--- src/rtl/paddle_input_ctrl.sv ---
// Button front end for one paddle: synchronise, debounce, rate-limit movement,
// and gate the hit action behind a cooldown.
module paddle_input_ctrl #(
   parameter int DEBOUNCE_CYCLES = 500000,
   parameter int MOVE_DIV        = 250000,
   parameter int COOLDOWN_CYCLES = 25000000
) (
   input  logic clk,
   input  logic reset,
   input  logic btn_up_n,
   input  logic btn_down_n,
   input  logic btn_hit_n,
   output logic indoCima,
   output logic mover,
   output logic porradao,
   output logic hit_ready
);

   localparam int DW = (DEBOUNCE_CYCLES > 1) ? $clog2(DEBOUNCE_CYCLES) : 1;
   localparam int MW = (MOVE_DIV > 1) ? $clog2(MOVE_DIV) : 1;
   localparam int CW = (COOLDOWN_CYCLES > 1) ? $clog2(COOLDOWN_CYCLES) : 1;

   localparam logic [DW-1:0] DMAX = DW'(DEBOUNCE_CYCLES - 1);
   localparam logic [MW-1:0] MMAX = MW'(MOVE_DIV - 1);
   localparam logic [CW-1:0] CMAX = CW'(COOLDOWN_CYCLES - 1);

   typedef enum logic [1:0] {
      READY,
      FIRE,
      COOLDOWN,
      WAIT_RELEASE
   } hit_state_t;

   // bit 0 = up, bit 1 = down, bit 2 = hit
   logic [2:0]    sync1;
   logic [2:0]    sync2;
   logic [2:0]    btn_s;
   logic [2:0]    st;
   logic [2:0]    st_nx;
   logic [DW-1:0] db_cnt [3];
   logic [DW-1:0] db_cnt_nx [3];

   logic          act;
   logic          act_nx;
   logic [MW-1:0] mv_cnt;

   hit_state_t    state;
   hit_state_t    state_nx;
   logic [CW-1:0] cd_cnt;
   logic [CW-1:0] cd_cnt_nx;

   assign btn_s = ~sync2;

   always_ff @(posedge clk or posedge reset) begin
      if (reset) begin
         sync1 <= 3'b111;
         sync2 <= 3'b111;
      end else begin
         sync1 <= {btn_hit_n, btn_down_n, btn_up_n};
         sync2 <= sync1;
      end
   end

   always_comb begin
      for (int i = 0; i < 3; i++) begin
         st_nx[i]     = st[i];
         db_cnt_nx[i] = '0;
         if (btn_s[i] != st[i]) begin
            if (db_cnt[i] == DMAX) begin
               st_nx[i] = btn_s[i];
            end else begin
               db_cnt_nx[i] = db_cnt[i] + 1'b1;
            end
         end
      end
   end

   always_ff @(posedge clk or posedge reset) begin
      if (reset) begin
         st <= 3'b000;
         for (int i = 0; i < 3; i++) begin
            db_cnt[i] <= '0;
         end
      end else begin
         st <= st_nx;
         for (int i = 0; i < 3; i++) begin
            db_cnt[i] <= db_cnt_nx[i];
         end
      end
   end

   // Outputs are driven from the next debounced state so they line up
   // with the cycle in which the debounced level changes.
   assign act    = st[0] ^ st[1];
   assign act_nx = st_nx[0] ^ st_nx[1];

   always_ff @(posedge clk or posedge reset) begin
      if (reset) begin
         indoCima <= 1'b0;
         mover    <= 1'b0;
         mv_cnt   <= '0;
      end else begin
         if (st_nx[0] && !st_nx[1]) begin
            indoCima <= 1'b1;
         end else if (!st_nx[0] && st_nx[1]) begin
            indoCima <= 1'b0;
         end
         if (!act_nx) begin
            mover  <= 1'b0;
            mv_cnt <= '0;
         end else if (!act || mv_cnt == MMAX) begin
            mover  <= 1'b1;
            mv_cnt <= '0;
         end else begin
            mover  <= 1'b0;
            mv_cnt <= mv_cnt + 1'b1;
         end
      end
   end

   always_ff @(posedge clk or posedge reset) begin
      if (reset) begin
         state  <= READY;
         cd_cnt <= '0;
      end else begin
         state  <= state_nx;
         cd_cnt <= cd_cnt_nx;
      end
   end

   always_comb begin
      state_nx  = state;
      cd_cnt_nx = cd_cnt;
      unique case (state)
         READY: begin
            if (st_nx[2]) state_nx = FIRE;
         end
         FIRE: begin
            cd_cnt_nx = '0;
            state_nx  = COOLDOWN;
         end
         COOLDOWN: begin
            if (cd_cnt == CMAX) begin
               state_nx = WAIT_RELEASE;
            end else begin
               cd_cnt_nx = cd_cnt + 1'b1;
            end
         end
         WAIT_RELEASE: begin
            if (!st_nx[2]) state_nx = READY;
         end
         default: state_nx = READY;
      endcase
   end

   assign porradao  = (state == FIRE);
   assign hit_ready = (state == READY);

endmodule

--- config.mk ---
export PLATFORM = sky130hd
export DESIGN_NAME = paddle_input_ctrl
export DESIGN_NICKNAME = d
export VERILOG_FILES = /design/src/rtl/paddle_input_ctrl.sv
export SDC_FILE = /design/constraint.sdc
export NUM_CORES = 1
export LEC_CHECK = 0
export BUFFER_PORTS_ARGS = -buffer_cell sky130_fd_sc_hd__buf_2
export CAP_MARGIN = 10
export CORE_UTILIZATION = 55
export DETAILED_ROUTE_END_ITERATION = 10
export GPL_TIMING_DRIVEN = 0
export PLACE_DENSITY = 0.77
export SYNTH_ARGS = -nofsm -noshare
export SYNTH_HDL_FRONTEND = slang
export SYNTH_SLANG_ARGS = --single-unit
--- constraint.sdc ---
create_clock -name clk -period 10.9 [get_ports clk]
set_clock_uncertainty 0.1 [all_clocks]
set_input_delay 1.09 -clock clk [delete_from_list [all_inputs] [get_ports clk]]
set_output_delay 1.09 -clock clk [all_outputs]
set_load 0.005 [all_outputs]
==> results of run 1 <==
## worst max-delay path, delay by kind of cell, from the launching register on
family | cells | cell delay [ps]
muxes | 1 | 400
adders and majority gates | 2 | 550
buffers and inverters | 2 | 740
DFF | 1 | 390
and+or+nand+nor | 5 | 950
## cells by family after synthesis
group | synth area share, %
DFF | 52.75
adders and majority gates | 2.328
buffers and inverters | 1.886
xor gates and xnor gates | 12.71
muxes | 1.187
AOI/OAI and AO/OA | 4.516
and+or+nand+nor | 24.63
## cell type report
class,instances,area [sq um],share of cell area [%]
Buffer,11,41.29,0.6683
Clock buffer,20,435.4,7.047
Clock inverter,12,136.4,2.207
Inverter,16,62.56,1.013
Multi-Input combinational cell,401,2439,39.47
Sequential cell,113,2835,45.89
Tap cell,129,161.4,2.612
Timing Repair Buffer,9,67.56,1.094
## Yosys cell counts (all sizes together) (4+ instances only)
cell type  count  area share, %
nand3         38            3.5
xor2          49            8.0
ha            10            2.3
and3          17            2.0
o211ai         6           0.84
nor3           8           0.74
o31ai          5           0.70
dfrtp        107             50
nand2         48            3.4
nor2         100            7.0
a21oi          5           0.54
nor4b          5           0.81
nand4         19            2.2
and4           6           0.98
and2           4           0.47
nor4bb         4           0.74
or3            6           0.70
xnor2         29            4.7
o21ai         10           0.93
or2            4           0.47
clkbuf        11           0.77
inv           16            1.1
dfstp          6            2.9
## where the power goes
| group | switching, W | internal (W) |
|---|---|---|
| clock | 0.000197 | 0.000331 |
| sequential | 0.00000334 | 0.000425 |
| combinational | 0.0000144 | 0.00000518 |
## routing by layer
metal	GRT usage [%]	up-vias	part of all wire, %
met5	0	-	0
met4	9.030	0	1.4
met3	6.657	15	3.4
met2	35.67	53	48
met1	29.07	1921	48
li1	-	1907	-
## sequential cells by signal (all words and copies together) (netlist names)
register,flops
sync2,3
sync1,3
mover,1
db_cnt,57
st,3
mv_cnt,18
indoCima,1
cd_cnt,25
state,2
## metrics by stage
stage,total power (W),worst slack [ps],instance area (sq um),util (%),instances
global route,0.001009,7366,6178,65.93,711
finish,0.0009761,7633,6178,65.93,711
floorplan,0.0004482,6733,5375,-,541
detailed placement,0.0004553,7669,5607,59.83,679
CTS,0.0009852,7612,6178,65.93,711
global placement,0.0004532,5530,5577,59.51,678
## final timing paths
kind,slack (ps),endpoint,depth (start not counted)
max in group asynchronous,9320,sync2[2],3
hold / removal,250,sync2[1],0
hold reg to reg,250,sync2[1],0
setup / recovery,7630,mv_cnt[11],10
min in group asynchronous,620,db_cnt[35],2
setup reg to reg,7630,mv_cnt[11],10
==> results.yml, run 1 <==
global_route:
  global_route.usage.total_pct: 22.48
  grt_overflow_total: 0
  wire_length_of_the_first_global_routing_pass_mm: 17.58
  grt_pass1_vias: 3869
  largest_net_degree_at_the_start_of_global_routing: 63
  antenna_found_initial: 0
drt:
  detail_route.drc_violations: 0
  drt_pre_antenna_iters: 4
  wl_per_cell_um: 14.35
  drt-initial-drc-count: 161
  vias_per_cell: 5.480
  routed-via-count: 3896
  antenna_violating_nets_post_route: 0
  detail_route.wirelength_mm: 10.20
clock_network:
  clockRootBuffer: "sky130_fd_sc_hd__clkbuf_8"
  cts_resized: 0
  htree_num_levels: 4
  cts_num_sinks: 113
  clkTransAtPathRegs_ps: 60
  postCtsSetupBuffers: 0
  post_cts_hold_buffer_count: 0
  numCtsBuffers: 17
  cts_tree: "yes"
  clock_latency_ps: 520
  clk_path_buf_depth: 2
timing:
  timing.max_slew.rel_slack_pct: 49.11
  final_max_slew_viols: 0
  setup_viol: 0
  hold_viol_final: 0
  grt_setup_unrepaired: "no"
  post-route-min-period_ps: 3267
  finalHoldWorstSlack_ps: 254.4
  maximum_achievable_frequency_mhz: 306.1
  timing.setup.tns_ps: 0
  period_utilization_post_route_pct: 29.97
  worst_pin_slew_ps: 763.4
floorplan:
  number_of_rows_in_the_core_area: 35
  die_x_um: 100.9
  floorplan.die.height_um: 100.9
  design.core.area_sq_um: 9371
  die_area_sq_um: 10170
  ios: 9
  initial_standard_cell_utilization_of_the_core_pct: 57.36
critical_path:
  slowest_stage: "sky130_fd_sc_hd__clkbuf_1"
  critical_path_peak_fanout: 10
  worstSetupStartpoint: "db_cnt[19]"
  r2r_start: "db_cnt[19]"
  worst_setup_end_kind: "flip-flop"
  worst_path_cell_chain: "ha_1 -> and4_1 -> nand3_1 -> nor3_1 -> mux2_2 -> ha_1 -> or2_2 -> clkbuf_1 -> clkbuf_1 -> nor2_1"
  critical_path_class: "flip-flop to flip-flop"
  critPathArrivalTime_ps: 3560
  critical_path.startpoint_type: "flip-flop"
  cpPeakStageDelay_ps: 410
  critical_path_required_ps: 11190
synth:
  postSynthRegisterBits: 113
  post_synth_edffs: 0
  syn-cell-area_sq_um: 5375
  synthCells: 541
  ys_seq_area_share_pct: 52.75
  avgSynthCellArea_sq_um: 9.936
  postSynthNetCount: 556
  yosys.cell_types.count: 40
  synth-main-ff-cell: "sky130_fd_sc_hd__dfrtp_1"
  synth_warnings: 0
  synth_async_sr_flop_share_pct: 100.0
cells_and_area:
  most_common_cell_after_layout_fill_and_taps_aside: "sky130_fd_sc_hd__dfrtp_1"
  finalNetCount: 584
  insertedDiodeCount: 0
  fillerInstances: 757
  mostFrequentLayoutCells: "107 x sky130_fd_sc_hd__dfrtp_1, 100 x sky130_fd_sc_hd__nor2_1, 49 x sky130_fd_sc_hd__xor2_1"
  share_of_final_layout_standard_cells_stronger_than_drive_strength_1_pct: 9.107
  area.growth.synth_to_final_pct: 14.94
run_status:
  run_status: "complete, no violations"
power_and_ir_drop:
  power_leakage_nw: 2.668
  vdd.ir_drop.worst_mv: 0.1289
  power_per_cell_area_nw_per_um2: 158.0
place:
  numPortBuffers: 8
  place_hpwl_mm: 6.568
  gp_routability_congestion: 0.8402
job:
  timing.max_cap.violations: 0
min_path:
  hold_path_startpoint: "sync1[1]"
  hold_path_class: "flip-flop to flip-flop"
Note: power is estimated with default switching activity, not from simulation.
==> inputs of run 2 (changes only) <==
==> constraint.sdc (replaced) <==
create_clock -name clk -period 3.25 [get_ports clk]
set_clock_uncertainty 0.1 [all_clocks]
set_input_delay 0.325 -clock clk [delete_from_list [all_inputs] [get_ports clk]]
set_output_delay 0.325 -clock clk [all_outputs]
set_load 0.005 [all_outputs]
==> results.yml, run 2 (synthesized netlist as in run 1, its figures left out) <==
critical_path:
  cpPeakStageDelay_ps: 400
  slowest_stage: "sky130_fd_sc_hd__dfrtp_1"
  worst_setup_end_kind: "flip-flop"
  critical_path_peak_fanout: 10
  critical_path.startpoint_type: "flip-flop"
  worst_path_cell_chain: "ha_1 -> and4_1 -> nand3_1 -> nor3_2 -> mux2_2 -> ha_1 -> or2_2 -> buf_2 -> nor2_1"
  critPathArrivalTime_ps: 3280
  critical_path_required_ps: 3590
  critPathMostFrequentCell: "sky130_fd_sc_hd__ha_1"
  worstSetupStartpoint: "db_cnt[19]"
  r2r_start: "db_cnt[19]"
  critical_path_class: "flip-flop to flip-flop"
timing:
  timing.max_slew.rel_slack_pct: 46.62
  post-route-min-period_ps: 2945
  worst_pin_slew_ps: 799.0
  finalHoldWorstSlack_ps: 255.5
  final.setup.worst_slack_ps: 305.0
  period_utilization_post_route_pct: 90.61
  grt_setup_unrepaired: "no"
  setup_viol: 0
  hold_viol_final: 0
  timing.setup.tns_ps: 0
  maximum_achievable_frequency_mhz: 339.6
  final_max_slew_viols: 0
global_route:
  largest_net_degree_at_the_start_of_global_routing: 42
  grt_overflow_total: 0
  wire_length_of_the_first_global_routing_pass_mm: 17.71
  grt_pass1_vias: 3901
  global_route.usage.total_pct: 22.39
  antenna_found_initial: 0
floorplan:
  design.core.area_sq_um: 9371
  number_of_rows_in_the_core_area: 35
  die_area_sq_um: 10170
  floorplan.die.height_um: 100.9
  die_x_um: 100.9
  initial_standard_cell_utilization_of_the_core_pct: 57.36
  ios: 9
min_path:
  hold_path_startpoint: "sync1[1]"
  hold_path_class: "flip-flop to flip-flop"
place:
  place_hpwl_mm: 6.666
  dp_cells: 680
  pre_cts_ws_ps: -21.52
  numPortBuffers: 8
  gp_routability_congestion: 0.8206
power_and_ir_drop:
  p_total_w: 0.003262
  power_per_cell_area_nw_per_um2: 523.5
  vdd.ir_drop.worst_mv: 0.3885
  power_leakage_nw: 2.677
clock_network:
  clk_path_buf_depth: 2
  cts_num_sinks: 113
  clock_latency_ps: 510
  clockRootBuffer: "sky130_fd_sc_hd__clkbuf_8"
  htree_num_levels: 4
  numCtsBuffers: 17
  cts_tree: "yes"
  postCtsSetupBuffers: 0
  clkTransAtPathRegs_ps: 60
cells_and_area:
  finalNetCount: 588
  layout_top_registers: "db_cnt (57), cd_cnt (25), mv_cnt (18)"
  most_common_cell_after_layout_fill_and_taps_aside: "sky130_fd_sc_hd__dfrtp_1"
  largest_register_ff_count: 57
  share_of_final_layout_standard_cells_stronger_than_drive_strength_1_pct: 9.727
  insertedDiodeCount: 0
  finish.cell_count_without_fillers: 715
  mostFrequentLayoutCells: "107 x sky130_fd_sc_hd__dfrtp_1, 100 x sky130_fd_sc_hd__nor2_1, 49 x sky130_fd_sc_hd__xor2_1"
  top_register: "db_cnt"
  area.growth.synth_to_final_pct: 15.95
drt:
  detail_route.drc_violations: 0
  wl_per_cell_um: 14.21
  antenna_violating_nets_post_route: 0
  drt-initial-drc-count: 143
  drt_pre_antenna_iters: 4
  vias_per_cell: 5.536
  detail_route.wirelength_mm: 10.16
  routed-via-count: 3958
run_status:
  run_status: "complete, no violations"
job:
  timing.max_cap.violations: 0
-- run 2: cell types whose count changed in the layout (fill, tap and decap cells not counted), sizes merged --
cell         previous run  this run
buf                     9        11
clkbuf                 31        28
clkinv                  7         4
clkinvlp                3         7
dlygate4sd3             0         4
-- run 2: cell type report --
| class | count | area (sq um) |
|---|---|---|
| Inverter | 16 | 63.81 |
| Buffer | 10 | 38.79 |
| Multi-Input combinational cell | 401 | 2444 |
| Timing Repair Buffer | 14 | 120.1 |
| Sequential cell | 113 | 2835 |
| Fill cell | 738 | 3139 |
| Clock buffer | 19 | 431.7 |
| Clock inverter | 13 | 137.6 |
| Tap cell | 129 | 161.4 |
-- run 2: worst max-delay path: cells and delay by family (launching register included) --
kind | cells | cell delay (ps)
flip-flops | 1 | 400
adder cells (fa/ha/maj) | 2 | 550
multiplexers | 1 | 400
buffers and inverters | 1 | 220
AND/OR/NAND/NOR | 5 | 1200
-- run 2: metal layers --
layer | share of wire, % | up-vias | track usage, %
met5 | 0 | - | 0
met4 | 1.3 | 0 | 8.584
met3 | 2.6 | 11 | 5.895
met2 | 50 | 48 | 36.25
met1 | 46 | 1981 | 28.96
li1 | - | 1918 | -
-- run 2: final timing paths --
kind	end	cells after the start	slack (ps)
max reg2reg	mv_cnt[10]	9	310
min in group asynchronous	indoCima	3	410
min reg2reg	sync2[1]	0	260
max in group asynchronous	cd_cnt[23]	5	1710
max	mv_cnt[10]	9	310
min	sync2[1]	0	260
-- run 2: per-stage QoR --
stage,cell area (sq um),utilization (%)
after global placement,5580,59.55
final,6232,66.50
after floorplan,5379,-
after global routing,6232,66.50
after detailed placement,5620,59.97
after CTS,6236,66.54
-- run 2: where the power goes --
group          internal [W]  total (W)  switching, W
clock               0.00111    0.00176      0.000650
combinational     0.0000218  0.0000710     0.0000491
sequential          0.00142    0.00144     0.0000113
-- run 2: timing repair --
action                     CTS  global route
setup endpoints to repair   10            10
hold endpoints to repair    34             0
resized for setup            2             1
hold buffers                 4             0
==> inputs of run 3 (changes only) <==
--- a/config.mk
+++ b/config.mk
@@ -7,10 +7,11 @@
 export LEC_CHECK = 0
 export BUFFER_PORTS_ARGS = -buffer_cell sky130_fd_sc_hd__buf_2
 export CAP_MARGIN = 10
-export CORE_UTILIZATION = 55
+export CORE_UTILIZATION = 40
+export CTS_BUF_LIST = sky130_fd_sc_hd__clkbuf_16
 export DETAILED_ROUTE_END_ITERATION = 10
 export GPL_TIMING_DRIVEN = 0
-export PLACE_DENSITY = 0.77
+export PLACE_DENSITY = 0.61
 export SYNTH_ARGS = -nofsm -noshare
 export SYNTH_HDL_FRONTEND = slang
 export SYNTH_SLANG_ARGS = --single-unit
==> results.yml, run 3 (synthesized netlist as in run 1, its figures left out) <==
run_status:
  run_status: "complete, no violations"
global_route:
  antenna_found_initial: 0
  largest_net_degree_at_the_start_of_global_routing: 44
  global_route.usage.total_pct: 15.64
  grt_overflow_total: 0
  wire_length_of_the_first_global_routing_pass_mm: 17.48
  grt_pass1_vias: 3817
power_and_ir_drop:
  power_per_cell_area_nw_per_um2: 526.5
  power_leakage_nw: 2.709
  vdd.ir_drop.worst_mv: 0.3474
  p_total_w: 0.003316
clock_network:
  numCtsBuffers: 17
  cts_num_sinks: 113
  htree_num_levels: 4
  clk_path_buf_depth: 2
  clock_latency_ps: 410
  clockRootBuffer: "sky130_fd_sc_hd__clkbuf_16"
  clkTransAtPathRegs_ps: 50
  cts_tree: "yes"
drt:
  wl_per_cell_um: 12.82
  detail_route.drc_violations: 0
  routed-via-count: 3846
  detail_route.wirelength_mm: 9.727
  antenna_violating_nets_post_route: 0
  vias_per_cell: 5.067
  drt_pre_antenna_iters: 4
  drt-initial-drc-count: 136
timing:
  final_max_slew_viols: 0
  hold_viol_final: 0
  timing.max_slew.rel_slack_pct: 46.93
  worst_pin_slew_ps: 794.4
  grt_setup_unrepaired: "no"
  setup_viol: 0
  period_utilization_post_route_pct: 92.13
  maximum_achievable_frequency_mhz: 334.0
  post-route-min-period_ps: 2994
  timing.setup.tns_ps: 0
min_path:
  hold_path_class: "flip-flop to flip-flop"
cells_and_area:
  layout_top_registers: "db_cnt (57), cd_cnt (25), mv_cnt (18)"
  largest_register_ff_count: 57
  finish.cell_count_without_fillers: 759
  insertedDiodeCount: 0
  share_of_final_layout_standard_cells_stronger_than_drive_strength_1_pct: 9.029
  most_common_cell_after_layout_fill_and_taps_aside: "sky130_fd_sc_hd__dfrtp_1"
  postLayoutCoreUtil_pct: 48.92
  mostFrequentLayoutCells: "107 x sky130_fd_sc_hd__dfrtp_1, 100 x sky130_fd_sc_hd__nor2_1, 49 x sky130_fd_sc_hd__xor2_1"
  area.growth.synth_to_final_pct: 17.18
  top_register: "db_cnt"
  finalNetCount: 589
critical_path:
  r2r-end: "mv_cnt[8]"
  kind_of_cell_with_the_highest_combined_delay_on_the_critical_path: "simple AND/OR/NAND/NOR gates"
  cp.depth: 10
  critPathMostFrequentCell: "sky130_fd_sc_hd__ha_1"
  critical_path_peak_fanout: 10
  slowest_stage: "sky130_fd_sc_hd__dfrtp_1"
  worst_setup_end_kind: "flip-flop"
  timing.critical_path.to: "mv_cnt[8]"
  worst_path_cell_chain: "ha_1 -> and4_1 -> nand3_1 -> nor3_2 -> mux2_2 -> ha_1 -> or2_2 -> clkbuf_1 -> clkbuf_2 -> nor2_1"
  worstSetupStartpoint: "db_cnt[19]"
  critical_path_class: "flip-flop to flip-flop"
  critPathArrivalTime_ps: 3240
  rr_worst_depth: 10
  cpPeakStageDelay_ps: 390
  critical_path_required_ps: 3500
  critical_path.startpoint_type: "flip-flop"
  r2r_start: "db_cnt[19]"
  setup.reg_to_reg.worst_slack_ps: 260
  worstPathBufferInverterCount: 2
floorplan:
  die_x_um: 117.9
  ios: 9
  initial_standard_cell_utilization_of_the_core_pct: 41.75
  number_of_rows_in_the_core_area: 41
  design.core.area_sq_um: 12880
  die_area_sq_um: 13910
  floorplan.die.height_um: 117.9
place:
  numPortBuffers: 8
  dp_cells: 723
  place_hpwl_mm: 6.592
  gp_routability_congestion: 0.8132
job:
  timing.max_cap.violations: 0
-- run 3: cell count changes in the layout (fill, tap and decap cells not counted), sizes merged --
cell,delta
bufinv,+1
inv,+2
buf,-1
clkinvlp,-4
clkinv,+3
-- run 3: worst min-delay path by stage --
stage	startpoint	to	slack, ps	depth (start not counted)
CTS	sync1[0]	sync2[0]	260	0
global placement	sync1[0]	sync2[0]	250	0
detailed placement	sync1[0]	sync2[0]	250	0
global route	sync1[0]	sync2[0]	260	0
floorplan	btn_up_n	sync1[0]	230	0
finish	sync1[0]	sync2[0]	260	0
-- run 3: power breakdown --
part	switching [W]	internal, W	total [W]
Sequential	0.0000116	0.00142	0.00144
Clock	0.000627	0.00118	0.00181
Combinational	0.0000488	0.0000218	0.0000707
Total	0.000687	0.00263	0.00332
-- run 3: per-stage QoR --
stage          setup slack (ps)  hold slack (ps)  area, sq um
2_1_floorplan             568.5            229.5         5379
5_1_grt                   14.30            260.4         6299
4_1_cts                   7.697            256.9         6292
3_5_place_dp              40.70            251.4         5674
6_report                  255.8            262.0         6299
3_3_place_gp              53.19            248.6         5634
-- run 3: timing repair --
item | in CTS | in global routing
hold buffers | 4 | 0
hold endpoints to repair | 36 | 0
buffers inserted | 0 | 0
endpoints found under the setup margin | 0 | 10
resized for setup | 0 | 3
-- run 3: area by class of cell --
class | instances | area [sq um]
buffer | 11 | 42.54
clock buffer | 17 | 425.4
clock inverter | 15 | 152.6
fill | 1189 | 6578
inverter | 16 | 63.81
multi-input combinational | 401 | 2444
sequential | 113 | 2835
tap | 172 | 215.2
timing repair buffer | 14 | 120.1
-- run 3: metal layers --
layer / up-vias / global-route usage, % / share of wire (%)
met5: - / 0 / 0
met2: 50 / 23.57 / 45
li1: 1915 / - / -
met3: 16 / 4.990 / 3.3
met4: 0 / 6.891 / 1.9
met1: 1865 / 20.51 / 50
